**config.mk**
```make
export PLATFORM = sky130hd
export DESIGN_NAME = seg7_scroll_mux
export DESIGN_NICKNAME = d
export VERILOG_FILES = /design/src/rtl/seg7_scroll_mux.sv
export SDC_FILE = /design/constraint.sdc
export NUM_CORES = 1
export LEC_CHECK = 0
export CAP_MARGIN = 10
export CORE_MARGIN = 2
export CORE_UTILIZATION = 53
export DETAILED_ROUTE_END_ITERATION = 7
export GPL_TIMING_DRIVEN = 0
export PLACE_DENSITY = 0.76
export SYNTH_ARGS = -nofsm -noshare
export SYNTH_HDL_FRONTEND = slang
export SYNTH_SLANG_ARGS = --single-unit
```
**constraint.sdc**
```tcl
create_clock -name clk -period 2.2 [get_ports clk]
set_clock_uncertainty 0.05 [all_clocks]
set_input_delay 0.22 -clock clk [delete_from_list [all_inputs] [get_ports clk]]
set_output_delay 0.22 -clock clk [all_outputs]
set_load 0.05 [all_outputs]
```
**src/rtl/seg7_scroll_mux.sv**
```systemverilog
// seg7_scroll_mux: scrolling hex display with a stepped 4-bit value, multiplexed over NUM_DIGITS digits.
// Optional feature: define SEG7_SCROLL_BLINK_EN to add a blink input that blanks seg in the second half of each step.
module seg7_scroll_mux #(
    parameter int STEP_DIV   = 25000000,
    parameter int SCAN_DIV   = 1000,
    parameter int NUM_DIGITS = 4
) (
    input  logic                  clk,
    input  logic                  rst_n,
    input  logic                  run,
    input  logic                  dir,
    input  logic                  load,
    input  logic [3:0]            load_val,
`ifdef SEG7_SCROLL_BLINK_EN
    input  logic                  blink,
`endif
    output logic [6:0]            seg,
    output logic [NUM_DIGITS-1:0] dig_en,
    output logic                  step
);

    localparam int PW = $clog2(STEP_DIV);
    localparam int SW = SCAN_DIV > 1 ? $clog2(SCAN_DIV) : 1;
    localparam int IW = NUM_DIGITS > 1 ? $clog2(NUM_DIGITS) : 1;

    // Character glyphs 0..F, bit6=g ... bit0=a
    localparam logic [6:0] SEG_LUT [16] = '{
        7'h3F, 7'h06, 7'h5B, 7'h4F, 7'h66, 7'h6D, 7'h7D, 7'h07,
        7'h7F, 7'h6F, 7'h77, 7'h7C, 7'h39, 7'h5E, 7'h79, 7'h71
    };

    logic [PW-1:0]         r_pre;
    logic [3:0]            r_val;
    logic                  r_step;
    logic [SW-1:0]         r_scan;
    logic [IW-1:0]         r_idx;
    logic [6:0]            r_seg;
    logic [NUM_DIGITS-1:0] r_dig;

    logic                  w_pre_tc;
    logic                  w_scan_tc;
    logic                  w_adv;
    logic                  w_blank;
    logic [3:0]            w_chr;

    assign w_pre_tc  = r_pre == PW'(STEP_DIV - 1);
    assign w_scan_tc = r_scan == SW'(SCAN_DIV - 1);
    assign w_adv     = run && w_pre_tc && !load;
    assign w_chr     = r_val + 4'(r_idx);

`ifdef SEG7_SCROLL_BLINK_EN
    assign w_blank = blink && (r_pre >= PW'(STEP_DIV / 2));
`else
    assign w_blank = 1'b0;
`endif

    // Step prescaler and displayed value; a load clears the prescaler and suppresses a coincident step
    always_ff @(posedge clk or negedge rst_n) begin
        if (!rst_n) begin
            r_pre  <= '0;
            r_val  <= '0;
            r_step <= 1'b0;
        end else begin
            r_pre  <= (load || (run && w_pre_tc)) ? '0 : run ? r_pre + 1'b1 : r_pre;
            r_val  <= load ? load_val : w_adv ? (dir ? r_val - 1'b1 : r_val + 1'b1) : r_val;
            r_step <= w_adv;
        end
    end

    // Digit scan runs continuously, independent of run
    always_ff @(posedge clk or negedge rst_n) begin
        if (!rst_n) begin
            r_scan <= '0;
            r_idx  <= '0;
        end else begin
            r_scan <= w_scan_tc ? '0 : r_scan + 1'b1;
            r_idx  <= !w_scan_tc ? r_idx : (r_idx == IW'(NUM_DIGITS - 1)) ? '0 : r_idx + 1'b1;
        end
    end

    // Segments and digit select register together so a select never pairs with another digit's glyph
    always_ff @(posedge clk or negedge rst_n) begin
        if (!rst_n) begin
            r_seg <= 7'h3F;
            r_dig <= NUM_DIGITS'(1);
        end else begin
            r_seg <= w_blank ? 7'h00 : SEG_LUT[w_chr];
            r_dig <= NUM_DIGITS'(1) << r_idx;
        end
    end

    assign seg    = r_seg;
    assign dig_en = r_dig;
    assign step   = r_step;

endmodule
```
# ---- After elaboration in Yosys (flattened, before gate mapping)
# Memories as Yosys holds them, arrays and structs flattened. A register that Yosys moved wholly into a read port is not among the register bits.
# Index checks and enable logic that the tools add are counted.
dict set report totals {
  register_bits 46
  rom_bits 112
  input_bits 9
  out_inout_bits 12
  wordCells 32
  n_memories 1
}
# name depth word_bits read_ports rd_clocked_by_memory_dff wr line_no
set mem_list {}
lappend mem_list {{(no name shown)} 16 7 1 1 0 87} ;# r_seg <= w_blank ? 7'h00 : SEG_LUT[w_chr];
dict set report op_classes {
  addsub 6
  n_eq_ne 3
  shifts 1
  n_mux 7
  bitwise 1
  n_reduce_logical 7
}
# operator n
set op_table {}
lappend op_table {{$mux 25} 2}
lappend op_table {{$add 25x1->25 const B} 1}
lappend op_table {{$eq 25x25->1 const B} 1}
lappend op_table {{$mux 4} 3}
lappend op_table {{$add 10x1->10 const B} 1}
lappend op_table {{$eq 10x10->1 const B} 1}
lappend op_table {{$mux 10} 1}
lappend op_table {{$not 4->5} 1}
lappend op_table {{$add 4x1->4 const B} 1}
lappend op_table {{$add 4x2->4} 1}
lappend op_table {{$reduce_bool 2->1} 2}
lappend op_table {{$shl 1x2->4 const A} 1}
lappend op_table {{$sub 4x1->4 const B} 1}
lappend op_table {{$add 2x1->2 const B} 1}
lappend op_table {{$eq 2x2->1 const B} 1}
lappend op_table {{$logic_and 1x1->1} 2}
lappend op_table {{$logic_not 1->1} 2}
lappend op_table {{$mux 2} 1}
lappend op_table {{$logic_or 1x1->1} 1}

# ---- Logic depth before layout (Yosys ltp)
dict set report logic_depth {
  ltp_word 5
  depth_mapped 8
  ltp_nobuf 8
}

# ---- Worst setup path after synthesis
# No wires, ideal clock.
dict set report synth_timing {
  path_type {register -> register}
  from {register r_idx[0]}
  to {register r_seg[3], in the netlist seg[3]}
  setup_time_ps 93
  arrival_ps 2065
  required_time_ps 2057
  slack_ps -8
  stages_incl_launch_ff 6
  path_buffers 0
  period_less_slack_ps 2208
  cell_sequence {dfrtp_1 ha_1 inv_1 fa_1 xnor2_1 mux4_2}
}
dict set report synth_via {
  elab_chain_cells 2
}
# item line_no
set synth_lines {}
lappend synth_lines {{start: declaration} 36} ;# logic [IW-1:0] r_idx;
lappend synth_lines {{start signal: assignment} 77} ;# r_idx <= !w_scan_tc ? r_idx : (r_idx == IW'(NUM_DIGITS - 1)) ? '0 : r_idx + 1'b1;
lappend synth_lines {{$add 4x2->4} 49} ;# assign w_chr = r_val + 4'(r_idx);
lappend synth_lines {{$not 4->5 (not written as such)} 87}
lappend synth_lines {{end: declaration} 37} ;# logic [6:0] r_seg;
# No other way between the ends.
# A chain may end at the register's enable or synchronous reset.

# ---- Worst setup path in the final report
dict set report layout_timing {
  from {register r_idx[0]}
  to {register r_seg[4], in the netlist seg[4]}
}
# Same word-level chain as after synthesis.

==> summary.md <==
| Metric | Value |
|---|---|
| Outcome | `finished clean` |
| Max-Cap Viols | `0` |
| Total gr overflow | `0` |
| Post-synth EDFFs | `0` |
| Post-DR wirelength/cell | `14.9 µm` |
| Routed wire length | `6050 µm` |
| H-Tree Depth | `2` |
| Mapped Cells | `303` |
| Async SR Flop Fraction | `100%` |
| Hold Crit Class | `in2reg` |
| Sequential area share after synthesis | `44.0%` |
| Period utilization | `96.7%` |
| LEAKAGE | `1.44 nW` |
| Initial antenna violation count | `0` |
| Slew @ Worst Pin | `0.670 ns` |
| Die width | `79.7 µm` |
| Final setup violation count | `0` |
| Yosys top cell area share | `37.9%` |
| Clock sinks | `53` |
| Largest net degree at the start of global routing | `34` |
| Wire length of the first global-routing pass | `10100 µm` |
| Number of diodes | `0` |
| Ys Warns | `0` |
| Syn nets | `331` |
| Slew Limit Fails | `0` |
| First-pass DRT Iterations | `5` |
| Layout cells sized above 1 | `16.2%` |
| CP Data Required Time | `2.36 ns` |
| Synth Flop Type | `dfrtp_1` |
| Startpoint Class | `register` |
| All-Layer GR Usage | `20.1%` |
| WHS | `0.209 ns` |
| Die ar. | `0.00635 mm²` |
| Synth area leaders | `dfrtp_1 (38%), ha_1 (7.0%), dfstp_2 (6.1%)` |
| Crit end category | `register` |
| Post-DP HPWL | `4270 µm` |
| Vias in the first global route | `2207` |
| # port buffers | `18` |
| Min Tclk post-route | `2.13 ns` |
| Core area | `0.00551 mm²` |
| Routability congestion estimate | `0.865` |
| Net count, final | `360` |
| CTS tree | `built` |
| Die H | `79.7 µm` |
| Hold violation count in the final report | `0` |
| Clock slew at reported path FFs | `0.09 ns` |
| Clock buffer depth | `2` |
| Number of remaining DRC errors | `0` |
| Ports | `21` |
| Pwr dens | `609 mW/mm²` |
| CTS root buf | `clkbuf_8` |
| Unrepaired setup endpoints after global routing | `false` |
| Max Freq | `470 MHz` |
| Total CTS buffers | `5` |
| Clk_lat worst skew | `0.30 ns` |
| Crit path max fanout | `4` |
| Slew headroom | `54.9%` |
| Worst IR Drop VDD | `0.000630 V` |
| Cell variety after synth | `60` |
| Fillers | `428` |
| Crit Path Class | `reg2reg` |
| P&R area growth vs syn | `17.2%` |
| Mapped cell area | `0.00303 mm²` |
| Antenna-violating nets left | `0` |
| Yosys top cell by area | `dfrtp_1` |
| Number of synthesized register bits | `53` |
| Critical path arrival | `2.29 ns` |
| Rows | `27` |
| Syn_area_per_cell | `10.0 µm²` |
| Total power | `2.17 mW` |
| Starting Density | `55.1%` |
| Via Count | `2396` |
| Vias/cell | `5.92` |
| Violation count after the first detailed-route iteration | `121` |
path summary, 6_finish.rpt:
path / slack [ns] / to / start / depth (start not counted)
max: 0.07 / seg[4]$_DFF_PN1_ / r_idx[0]$_DFFE_PN0N_ / 7
min: 0.21 / r_pre[4]$_DFFE_PN0P_ / load / 2
max reg2reg: 0.07 / seg[4]$_DFF_PN1_ / r_idx[0]$_DFFE_PN0N_ / 7
min reg2reg: 0.43 / r_scan[0]$_DFF_PN0_ / r_scan[0]$_DFF_PN0_ / 1
max in group asynchronous: 1.20 / r_pre[7]$_DFFE_PN0P_ / rst_n / 3
min in group asynchronous: 0.36 / r_scan[8]$_DFF_PN0_ / rst_n / 2
area by class of cell:
cell class | count | area, µm² | share of cell area (%)
plain buffers | 10 | 72.6 | 2.04
inverters | 17 | 63.8 | 1.79
well taps | 72 | 90.1 | 2.53
flip-flops and latches | 53 | 1340 | 37.6
clock buffers | 5 | 68.8 | 1.93
repair buffers | 23 | 228 | 6.40
multi-input cells | 222 | 1630 | 45.9
clock inverters | 3 | 65.1 | 1.83
through the flow:
| step | std cells | setup slack [ns] | TNS (ns) | utilization, % | instance area [µm²] |
|---|---|---|---|---|---|
| after floorplan | 303 | 0.0523 | 0 | - | 3040 |
| after global placement | 393 | -0.709 | -33.61 | 60.1 | 3310 |
| after detailed placement | 394 | -0.131 | -0.195 | 60.4 | 3330 |
| after CTS | 406 | 0.0116 | 0 | 63.6 | 3500 |
| after global routing | 405 | 0.00863 | 0 | 64.6 | 3560 |
| final | 405 | 0.0728 | 0 | 64.6 | 3560 |
repair_timing:
item	CTS	global route
hold buffers	1	0
pin swaps	1	1
setup endpoints to repair	3	24
endpoints found under the hold margin	13	0
buffers inserted	3	0
gates resized for setup	3	11
where the power goes:
group	switching, mW	leakage (nW)	internal (mW)
sequential	0.0193	0.684	1.02
clock	0.309	0.0681	0.452
combinational	0.227	0.686	0.136
cell usage after synthesis, types with 3 or more instances:
master,number
a21oi_1,16
buf_2,4
and3_1,6
nand2_1,16
xnor2_1,10
nand3_1,16
inv_1,17
xor2_1,11
o31ai_1,7
and4_1,3
nor4_1,5
dfstp_2,7
a31oi_1,5
o21ai_0,8
nor3_1,6
ha_1,17
nand4_1,12
or3_1,4
dfrtp_1,46
or4_1,5
nor2_1,29
critical path, cell delays in order, from the launching register on:
cell       delay [ns]
dfrtp_2          0.43
ha_2             0.18
inv_1            0.08
fa_2             0.47
buf_4            0.17
ha_1             0.20
a2111oi_1        0.36
a31oi_1          0.09
state kept, by name, indices dropped and copies added (netlist names):
name    count
r_pre      25
seg         7
r_idx       2
r_val       4
dig_en      4
step        1
r_scan     10
placed cells by master (no fill, tap or decap), drive strengths merged, types with 3 or more instances in the layout:
| cell | Yosys | final |
|---|---|---|
| and2 | 3 | 3 |
| clkdlybuf4s50 | 0 | 17 |
| inv | 17 | 17 |
| or4 | 7 | 7 |
| clkbuf | 4 | 9 |
| nand3 | 17 | 17 |
| nand4 | 13 | 13 |
| or3 | 5 | 5 |
| and4 | 5 | 5 |
| a31oi | 5 | 5 |
| xnor2 | 10 | 10 |
| a21oi | 18 | 18 |
| nor4 | 5 | 5 |
| ha | 17 | 17 |
| and3 | 7 | 7 |
| buf | 7 | 11 |
| nor3 | 6 | 6 |
| dfrtp | 46 | 46 |
| dfstp | 7 | 7 |
| nand2 | 16 | 16 |
| nor2 | 29 | 29 |
| o21ai | 9 | 9 |
| o31ai | 7 | 7 |
| xor2 | 11 | 11 |
logic make-up (layout without fill, tap and decap cells):
logic type               count (synthesis)  count (layout)  share of synthesized area, %
AO/OA/AOI/OAI                           53              53                          11.8
XOR/XNOR                                21              21                          6.06
adder cells (fa/ha/maj)                 19              19                          8.33
buffers and inverters                   28              58                          4.54
flip-flops                              53              53                          44.0
multiplexers                             4               4                          1.81
AND/OR/NAND/NOR                        125             125                          23.5
metal layers:
| layer | track usage [%] | routed length (µm) |
|---|---|---|
| met1 | 26.8 | 2600 |
| met2 | 33.2 | 3050 |
| met3 | 4.30 | 327 |
| met4 | 5.69 | 59 |
| met5 | 0 | 0 |
(Power assumes the default switching activity.)
